$ cat src/rtl/diag_pkg.sv
// Shared types and default sizing for the diag/debug UART transmit path.
package diag_pkg;

  localparam int DIAG_DEPTH_LOG2 = 4;
  localparam int DIAG_DATA_W     = 8;
  localparam int DIAG_BUSY_TMO   = 3;

  typedef enum logic [1:0] {
    IDLE,
    STROBE,
    WAIT_LOW,
    WAIT_HIGH
  } tx_state_e;

  // Width of a counter that must hold 0..n-1, never narrower than one bit.
  function automatic int cnt_width(input int n);
    return (n < 2) ? 1 : $clog2(n);
  endfunction

endpackage

$ cat src/rtl/uart_tx_fifo_if.sv
// Write-side, status and transmitter-side signals of the diag UART transmit FIFO.
interface uart_tx_fifo_if
  import diag_pkg::*;
#(
  parameter int DEPTH_LOG2 = DIAG_DEPTH_LOG2,
  parameter int DATA_W     = DIAG_DATA_W
) ();

  logic [DATA_W-1:0]   wr_data;
  logic                wr_stb;
  logic                flush;
  logic                tx_en;
  logic                full;
  logic                empty;
  logic [DEPTH_LOG2:0] count;
  logic                overflow;
  logic [DATA_W-1:0]   tx_din;
  logic                tx_stb;
  logic                tbre;

  // The master is the surrounding system: command logic plus the transmitter.
  modport master (
    output wr_data, wr_stb, flush, tx_en, tbre,
    input  full, empty, count, overflow, tx_din, tx_stb
  );

  modport slave (
    input  wr_data, wr_stb, flush, tx_en, tbre,
    output full, empty, count, overflow, tx_din, tx_stb
  );

endinterface

$ cat src/rtl/sync_fifo_mem.sv
// Simple dual-port register array: synchronous write, registered read.
module sync_fifo_mem
  import diag_pkg::*;
#(
  parameter int ADDR_W = DIAG_DEPTH_LOG2,
  parameter int DATA_W = DIAG_DATA_W
) (
  input  logic              clk,
  input  logic              rst,
  input  logic              we_i,
  input  logic [ADDR_W-1:0] waddr_i,
  input  logic [DATA_W-1:0] wdata_i,
  input  logic              re_i,
  input  logic [ADDR_W-1:0] raddr_i,
  output logic [DATA_W-1:0] rdata_o
);

  logic [DATA_W-1:0] mem_q [2**ADDR_W];
  logic [DATA_W-1:0] rdata_q;

  always_ff @(posedge clk) begin
    if (we_i) begin
      mem_q[waddr_i] <= wdata_i;
    end
  end

  // Read data holds between reads, so it doubles as the transmitter data register.
  always_ff @(posedge clk or posedge rst) begin
    if (rst) begin
      rdata_q <= '0;
    end else if (re_i) begin
      rdata_q <= mem_q[raddr_i];
    end
  end

  assign rdata_o = rdata_q;

endmodule

$ cat src/rtl/uart_tx_fifo.sv
// Byte FIFO feeding the diag UART transmitter, one strobe per character time
// paced by the transmitter's buffer-empty flag.
module uart_tx_fifo
  import diag_pkg::*;
#(
  parameter int DEPTH_LOG2 = DIAG_DEPTH_LOG2,
  parameter int DATA_W     = DIAG_DATA_W,
  parameter int BUSY_TMO   = DIAG_BUSY_TMO
) (
  input logic           clk,
  input logic           rst,
  uart_tx_fifo_if.slave bus
);

  localparam int CNT_W = DEPTH_LOG2 + 1;
  localparam int TMO_W = cnt_width(BUSY_TMO);

  localparam logic [CNT_W-1:0]      DEPTH_CNT = CNT_W'(2**DEPTH_LOG2);
  localparam logic [CNT_W-1:0]      CNT_ONE   = CNT_W'(1);
  localparam logic [DEPTH_LOG2-1:0] PTR_ONE   = DEPTH_LOG2'(1);
  localparam logic [TMO_W-1:0]      TMO_ONE   = TMO_W'(1);
  localparam logic [TMO_W-1:0]      TMO_LAST  = TMO_W'(BUSY_TMO - 1);

  logic [DEPTH_LOG2-1:0] wptr_q, wptr_d;
  logic [DEPTH_LOG2-1:0] rptr_q, rptr_d;
  logic [CNT_W-1:0]      count_q, count_d;
  logic                  full_q, full_d;
  logic                  empty_q, empty_d;
  logic                  overflow_q, overflow_d;
  tx_state_e             state_q, state_d;
  logic [TMO_W-1:0]      tmo_q, tmo_d;
  logic                  tx_stb_q, tx_stb_d;
  logic                  pop;
  logic                  wr_accept;
  logic [DATA_W-1:0]     rd_data;

  // Pop only from registered empty, so a byte written this edge waits at least one clock.
  assign pop       = (state_q == IDLE) && !empty_q && bus.tx_en && bus.tbre;
  assign wr_accept = bus.wr_stb && !bus.flush && (!full_q || pop);

  sync_fifo_mem #(
    .ADDR_W (DEPTH_LOG2),
    .DATA_W (DATA_W)
  ) u_mem (
    .clk     (clk),
    .rst     (rst),
    .we_i    (wr_accept),
    .waddr_i (wptr_q),
    .wdata_i (bus.wr_data),
    .re_i    (pop),
    .raddr_i (rptr_q),
    .rdata_o (rd_data)
  );

  always_comb begin
    wptr_d     = wptr_q;
    rptr_d     = rptr_q;
    count_d    = count_q;
    overflow_d = overflow_q;
    if (bus.flush) begin
      wptr_d     = '0;
      rptr_d     = '0;
      count_d    = '0;
      overflow_d = 1'b0;
    end else begin
      if (wr_accept) begin
        wptr_d = wptr_q + PTR_ONE;
      end
      if (pop) begin
        rptr_d = rptr_q + PTR_ONE;
      end
      if (wr_accept && !pop) begin
        count_d = count_q + CNT_ONE;
      end else if (!wr_accept && pop) begin
        count_d = count_q - CNT_ONE;
      end
      if (bus.wr_stb && full_q && !pop) begin
        overflow_d = 1'b1;
      end
    end
    full_d  = (count_d == DEPTH_CNT);
    empty_d = (count_d == '0);
  end

  // Flush leaves the sequencer alone so an in-flight byte completes without a repeat strobe.
  always_comb begin
    state_d  = state_q;
    tmo_d    = tmo_q;
    tx_stb_d = 1'b0;
    case (state_q)
      IDLE: begin
        if (pop) begin
          tx_stb_d = 1'b1;
          state_d  = STROBE;
        end
      end
      STROBE: begin
        tmo_d   = '0;
        state_d = WAIT_LOW;
      end
      WAIT_LOW: begin
        if (!bus.tbre) begin
          state_d = WAIT_HIGH;
        end else begin
          tmo_d = tmo_q + TMO_ONE;
          if (tmo_q == TMO_LAST) begin
            state_d = IDLE;
          end
        end
      end
      WAIT_HIGH: begin
        if (bus.tbre) begin
          state_d = IDLE;
        end
      end
      default: begin
        state_d = IDLE;
      end
    endcase
  end

  always_ff @(posedge clk or posedge rst) begin
    if (rst) begin
      wptr_q     <= '0;
      rptr_q     <= '0;
      count_q    <= '0;
      full_q     <= 1'b0;
      empty_q    <= 1'b1;
      overflow_q <= 1'b0;
      state_q    <= IDLE;
      tmo_q      <= '0;
      tx_stb_q   <= 1'b0;
    end else begin
      wptr_q     <= wptr_d;
      rptr_q     <= rptr_d;
      count_q    <= count_d;
      full_q     <= full_d;
      empty_q    <= empty_d;
      overflow_q <= overflow_d;
      state_q    <= state_d;
      tmo_q      <= tmo_d;
      tx_stb_q   <= tx_stb_d;
    end
  end

  assign bus.full     = full_q;
  assign bus.empty    = empty_q;
  assign bus.count    = count_q;
  assign bus.overflow = overflow_q;
  assign bus.tx_stb   = tx_stb_q;
  assign bus.tx_din   = rd_data;

endmodule
$ cat src/flat_wrapper.sv
// flat-port wrapper written by rule: the top's interface ports become plain ports
module uart_tx_fifo_flat import diag_pkg::*;
#(
  parameter int DEPTH_LOG2 = DIAG_DEPTH_LOG2,
  parameter int DATA_W     = DIAG_DATA_W,
  parameter int BUSY_TMO   = DIAG_BUSY_TMO
)
  (clk, rst, bus_wr_data, bus_wr_stb, bus_flush, bus_tx_en, bus_tbre, bus_full, bus_empty, bus_count, bus_overflow, bus_tx_din, bus_tx_stb);
  uart_tx_fifo_if #(.DEPTH_LOG2(DEPTH_LOG2), .DATA_W(DATA_W)) bus_i ();
  input logic clk;
  input logic rst;
  input wire logic [$bits(bus_i.wr_data)-1:0] bus_wr_data;
  input wire logic [$bits(bus_i.wr_stb)-1:0] bus_wr_stb;
  input wire logic [$bits(bus_i.flush)-1:0] bus_flush;
  input wire logic [$bits(bus_i.tx_en)-1:0] bus_tx_en;
  input wire logic [$bits(bus_i.tbre)-1:0] bus_tbre;
  output wire logic [$bits(bus_i.full)-1:0] bus_full;
  output wire logic [$bits(bus_i.empty)-1:0] bus_empty;
  output wire logic [$bits(bus_i.count)-1:0] bus_count;
  output wire logic [$bits(bus_i.overflow)-1:0] bus_overflow;
  output wire logic [$bits(bus_i.tx_din)-1:0] bus_tx_din;
  output wire logic [$bits(bus_i.tx_stb)-1:0] bus_tx_stb;
  assign bus_i.wr_data = bus_wr_data;
  assign bus_i.wr_stb = bus_wr_stb;
  assign bus_i.flush = bus_flush;
  assign bus_i.tx_en = bus_tx_en;
  assign bus_i.tbre = bus_tbre;
  assign bus_full = bus_i.full;
  assign bus_empty = bus_i.empty;
  assign bus_count = bus_i.count;
  assign bus_overflow = bus_i.overflow;
  assign bus_tx_din = bus_i.tx_din;
  assign bus_tx_stb = bus_i.tx_stb;
  uart_tx_fifo #(.DEPTH_LOG2(DEPTH_LOG2), .DATA_W(DATA_W), .BUSY_TMO(BUSY_TMO)) u_core (.clk(clk), .rst(rst), .bus(bus_i));
endmodule
$ cat config.mk
export PLATFORM = sky130hd
export DESIGN_NAME = uart_tx_fifo_flat
export DESIGN_NICKNAME = d
export VERILOG_FILES = /design/src/rtl/diag_pkg.sv /design/src/rtl/uart_tx_fifo_if.sv /design/src/rtl/sync_fifo_mem.sv /design/src/rtl/uart_tx_fifo.sv /design/src/flat_wrapper.sv
export SDC_FILE = /design/constraint.sdc
export NUM_CORES = 1
export LEC_CHECK = 0
export CAP_MARGIN = 10
export CELL_PAD_IN_SITES_DETAIL_PLACEMENT = 0
export CELL_PAD_IN_SITES_GLOBAL_PLACEMENT = 1
export CORE_MARGIN = 2
export CORE_UTILIZATION = 45
export CTS_BUF_LIST = sky130_fd_sc_hd__clkbuf_2 sky130_fd_sc_hd__clkbuf_4 sky130_fd_sc_hd__clkbuf_8
export CTS_CLUSTER_SIZE = 28
export DETAILED_ROUTE_END_ITERATION = 8
export PLACE_DENSITY = 0.77
export SYNTH_ARGS = -nofsm -noshare
export SYNTH_HDL_FRONTEND = slang
export SYNTH_SLANG_ARGS = --single-unit
$ cat constraint.sdc
create_clock -name clk -period 2.5 [get_ports clk]
set_input_delay 0.25 -clock clk [delete_from_list [all_inputs] [get_ports clk]]
set_output_delay 0.25 -clock clk [all_outputs]
set_load 0.05 [all_outputs]
==> results by group <==
Run status
  – Status: finished, final reports clean

Timing
  – Setup violators final: 0
  – Period utilisation layout: 90.6%
  – Setup ws final: 0.235 ns
  – Slew Limit Fails: 0
  – Fmax: 0.442 GHz
  – Layout Skew: 0.0112 ns
  – RSZ-0062 raised after global routing: false
  – Slew headroom: 48.8%
  – Slew at the pin closest to its max-slew limit: 0.765 ns
  – Min Tclk post-route: 2.26 ns
  – Fin. Hold Viols: 0

Global routing
  – Grt total ovfl: 0
  – Total Routing Usage GR: 19.4%
  – First-pass GRT wire length: 21,000 µm
  – Largest net degree at the start of global routing: 36
  – Vias in the first global route: 3,533
  – Initial antenna violation count: 0

Logic synthesis
  – Seq cells post-synth: 157
  – Synth cell types: 49
  – Yosys warns: 0
  – Synth Area in Adders: 1.55%
  – Syn Inst Count: 360
  – EDFF count, synth: 128
  – Ranking of synthesized cells by area: edfxtp_1 (60%), mux4_2 (11%), dfrtp_1 (11%)
  – Complex-gate fraction of the synthesized area: 3.82%
  – Avg Cell Area, Syn: 17.9 µm²
  – Area share of the largest cell type after synthesis: 59.6%
  – Mux share of post-synthesis cell area: 14.2%
  – Mapped Nets: 382
  – Sequential fraction of the synthesis area: 70.8%
  – Ys async rst share: 18.5%
  – Largest family of logic cells by synthesized area: multiplexers
  – Synth Area in Simple Gates: 6.86%
  – Main synth FF type: edfxtp_1
  – Count leader, synth: edfxtp_1
  – XOR/XNOR Fraction of Synth Area: 0.679%
  – Post-synth top cells: edfxtp_1 (128), mux4_2 (32), dfrtp_1 (28)
  – Cell Area, Synth: 0.00645 mm²
  – Post-synth top area cell: edfxtp_1

Setup path
  – Slowest Stage Delay on Critical Path: 0.48 ns
  – CP cell instances: nor4b_4, nand2_4, a21o_1, or4_4, nor2_1, buf_4
  – WP data arrival: 2.42 ns
  – Crit-path slowest cell: dfrtp_1
  – Crit path required time: 2.65 ns
  – Flop2flop setup slack: 0.24 ns
  – Crit Path Max Fanout: 8
  – Crit. End Element: register
  – Critical path class: register to register
  – Startpoint Class: register

Drt
  – DR vias: 3,448
  – Remaining DRCs: 0
  – Post-route ant nets: 0
  – Drt pass-1 iters: 5
  – DR WL/cell: 21.8 µm
  – Vias per cell: 5.58
  – DRT iter0 DRCs: 352
  – Detailed Route WL: 13,400 µm

Power and ir drop
  – PD cells: 783 mW/mm²
  – Max IR drop VDD: 0.351 mV
  – Leak Pwr: 2.66 nW

Run
  – Max_cap viols: 0

Clock tree
  – Post-CTS Setup Bufs: 0
  – Hold buffers post-CTS: 0
  – Clock Latency Late Sink: 0.44 ns
  – H-tree level count: 4
  – Reg clk slew, reported paths: 0.09 ns
  – CTS tree: yes
  – TritonCTS Buffers: 17
  – Clock sinks: 157
  – CTS root buf: clkbuf_8
  – Resized Gates After CTS: 0
  – Max Buffers Root-to-Sink: 2

Die
  – Die Ht: 124 µm
  – DIE AREA: 0.0153 mm²
  – Initial Utilization: 46.3%
  – Core ar.: 0.0139 mm²
  – Standard-cell row count: 43
  – Chip Width: 124 µm
  – I/O pins: 31

Layout
  – Share of layout cells above drive strength 1: 25.1%
  – Area grow syn2layout: 19.8%
  – N_diodes: 0
  – Final Instance Count excl. Fillers: 618
  – Nets: 447

Worst hold path
  – Worst min path class: input port to async pin

Placed design
  – Port-buffer cells: 30
  – Gpl congestion: 0.814
  – Setup Slack @ Placement: 0.0685 ns
  – # placed instances: 586
  – HPWL after DPL: 8880 µm
state kept, by name, summed over array words and instances, names as in the netlist, 2 cells and up:
name                  count
u_core.bus.count          5
u_core.rptr_q             4
u_core.tmo_q              2
u_core.u_mem.rdata_o      8
u_core.state_q            2
u_core.wptr_q             4
u_core.u_mem.mem_q      128
cells by family after synthesis:
kind of cell    count (synthesis)
compound gates                 37
xor+xnor                        5
fa+ha+maj                       8
buf+inv                        31
flops                         157
mux                            51
simple gates                   71
layout make-up:
cell class	count	area, µm²
Fill cell	1044	6200
Inverter	14	52.6
Clock buffer	17	234
Tap cell	180	225
Sequential cell	157	4570
Timing Repair Buffer	63	661
Multi-Input combinational cell	172	1750
Clock inverter	15	239
cell usage in the layout, fill, tap and decap left out, drive strengths merged, types with 2 or more instances in the layout:
cell,n
a211oi,2
a21oi,4
a2bb2oi,8
and2,12
buf,33
bufinv,4
clkbuf,17
clkdlybuf4s50,30
dfrtp,28
edfxtp,128
ha,8
inv,24
mux2,2
mux2i,17
mux4,32
nand2,11
nand2b,3
nand3,4
nand4,3
nor2,18
nor2b,3
nor3,2
nor4,2
nor4b,4
o21ai,15
xnor2,3
xor2,2
worst max-delay path, delay by kind of cell, from the launching register on:
kind | cells | cell delay [ns]
AO/OA/AOI/OAI | 1 | 0.25
buffers and inverters | 1 | 0.19
flip-flops | 1 | 0.48
AND/OR/NAND/NOR | 4 | 1.05
power by group:
group          internal [W]  switching, W  leakage, nW  total (W)
sequential          0.00294      0.000108         1.53    0.00305
clock               0.00115       0.00105        0.240    0.00220
combinational      0.000298      0.000502        0.890   0.000799
total               0.00439       0.00166         2.66    0.00605
through the flow:
step / hold WS, ns / cell area (µm²) / total power [W] / util [%] / TNS [ns]
floorplan: 0.327 / 6450 / 0.00360 / - / -1.53
finish: 0.178 / 7730 / 0.00605 / 55.5 / 0
CTS: 0.167 / 7730 / 0.00610 / 55.5 / 0
global placement: 0.491 / 7260 / 0.00390 / 52.1 / 0
detailed placement: 0.495 / 7260 / 0.00392 / 52.1 / 0
global route: 0.197 / 7730 / 0.00628 / 55.5 / 0
path summary, 6_finish.rpt:
path | cells past startpoint | start | end
worst max-delay path | 6 | u_core.state_q[1]$_DFFE_PP0P_ | u_core.u_mem.mem_q[10][5]$_DFFE_PP_
max in group asynchronous | 3 | rst | u_core.bus.empty$_DFF_PP1_
worst min-delay path | 3 | rst | u_core.tmo_q[0]$_DFFE_PP0P_
worst min register to register | 2 | u_core.u_mem.rdata_o[7]$_DFFE_PP0P_ | u_core.u_mem.rdata_o[7]$_DFFE_PP0P_
worst max register to register | 6 | u_core.state_q[1]$_DFFE_PP0P_ | u_core.u_mem.mem_q[10][5]$_DFFE_PP_
min in group clk | 3 | bus_tbre | u_core.state_q[0]$_DFFE_PP0P_
routing by layer:
metal / wire [µm] / global-route usage (%)
met1: 5880 / 26.7
met2: 6760 / 30.7
met3: 599 / 4.53
met4: 214 / 6.82
met5: 0 / 0
Power figures use the tool's default switching activity.
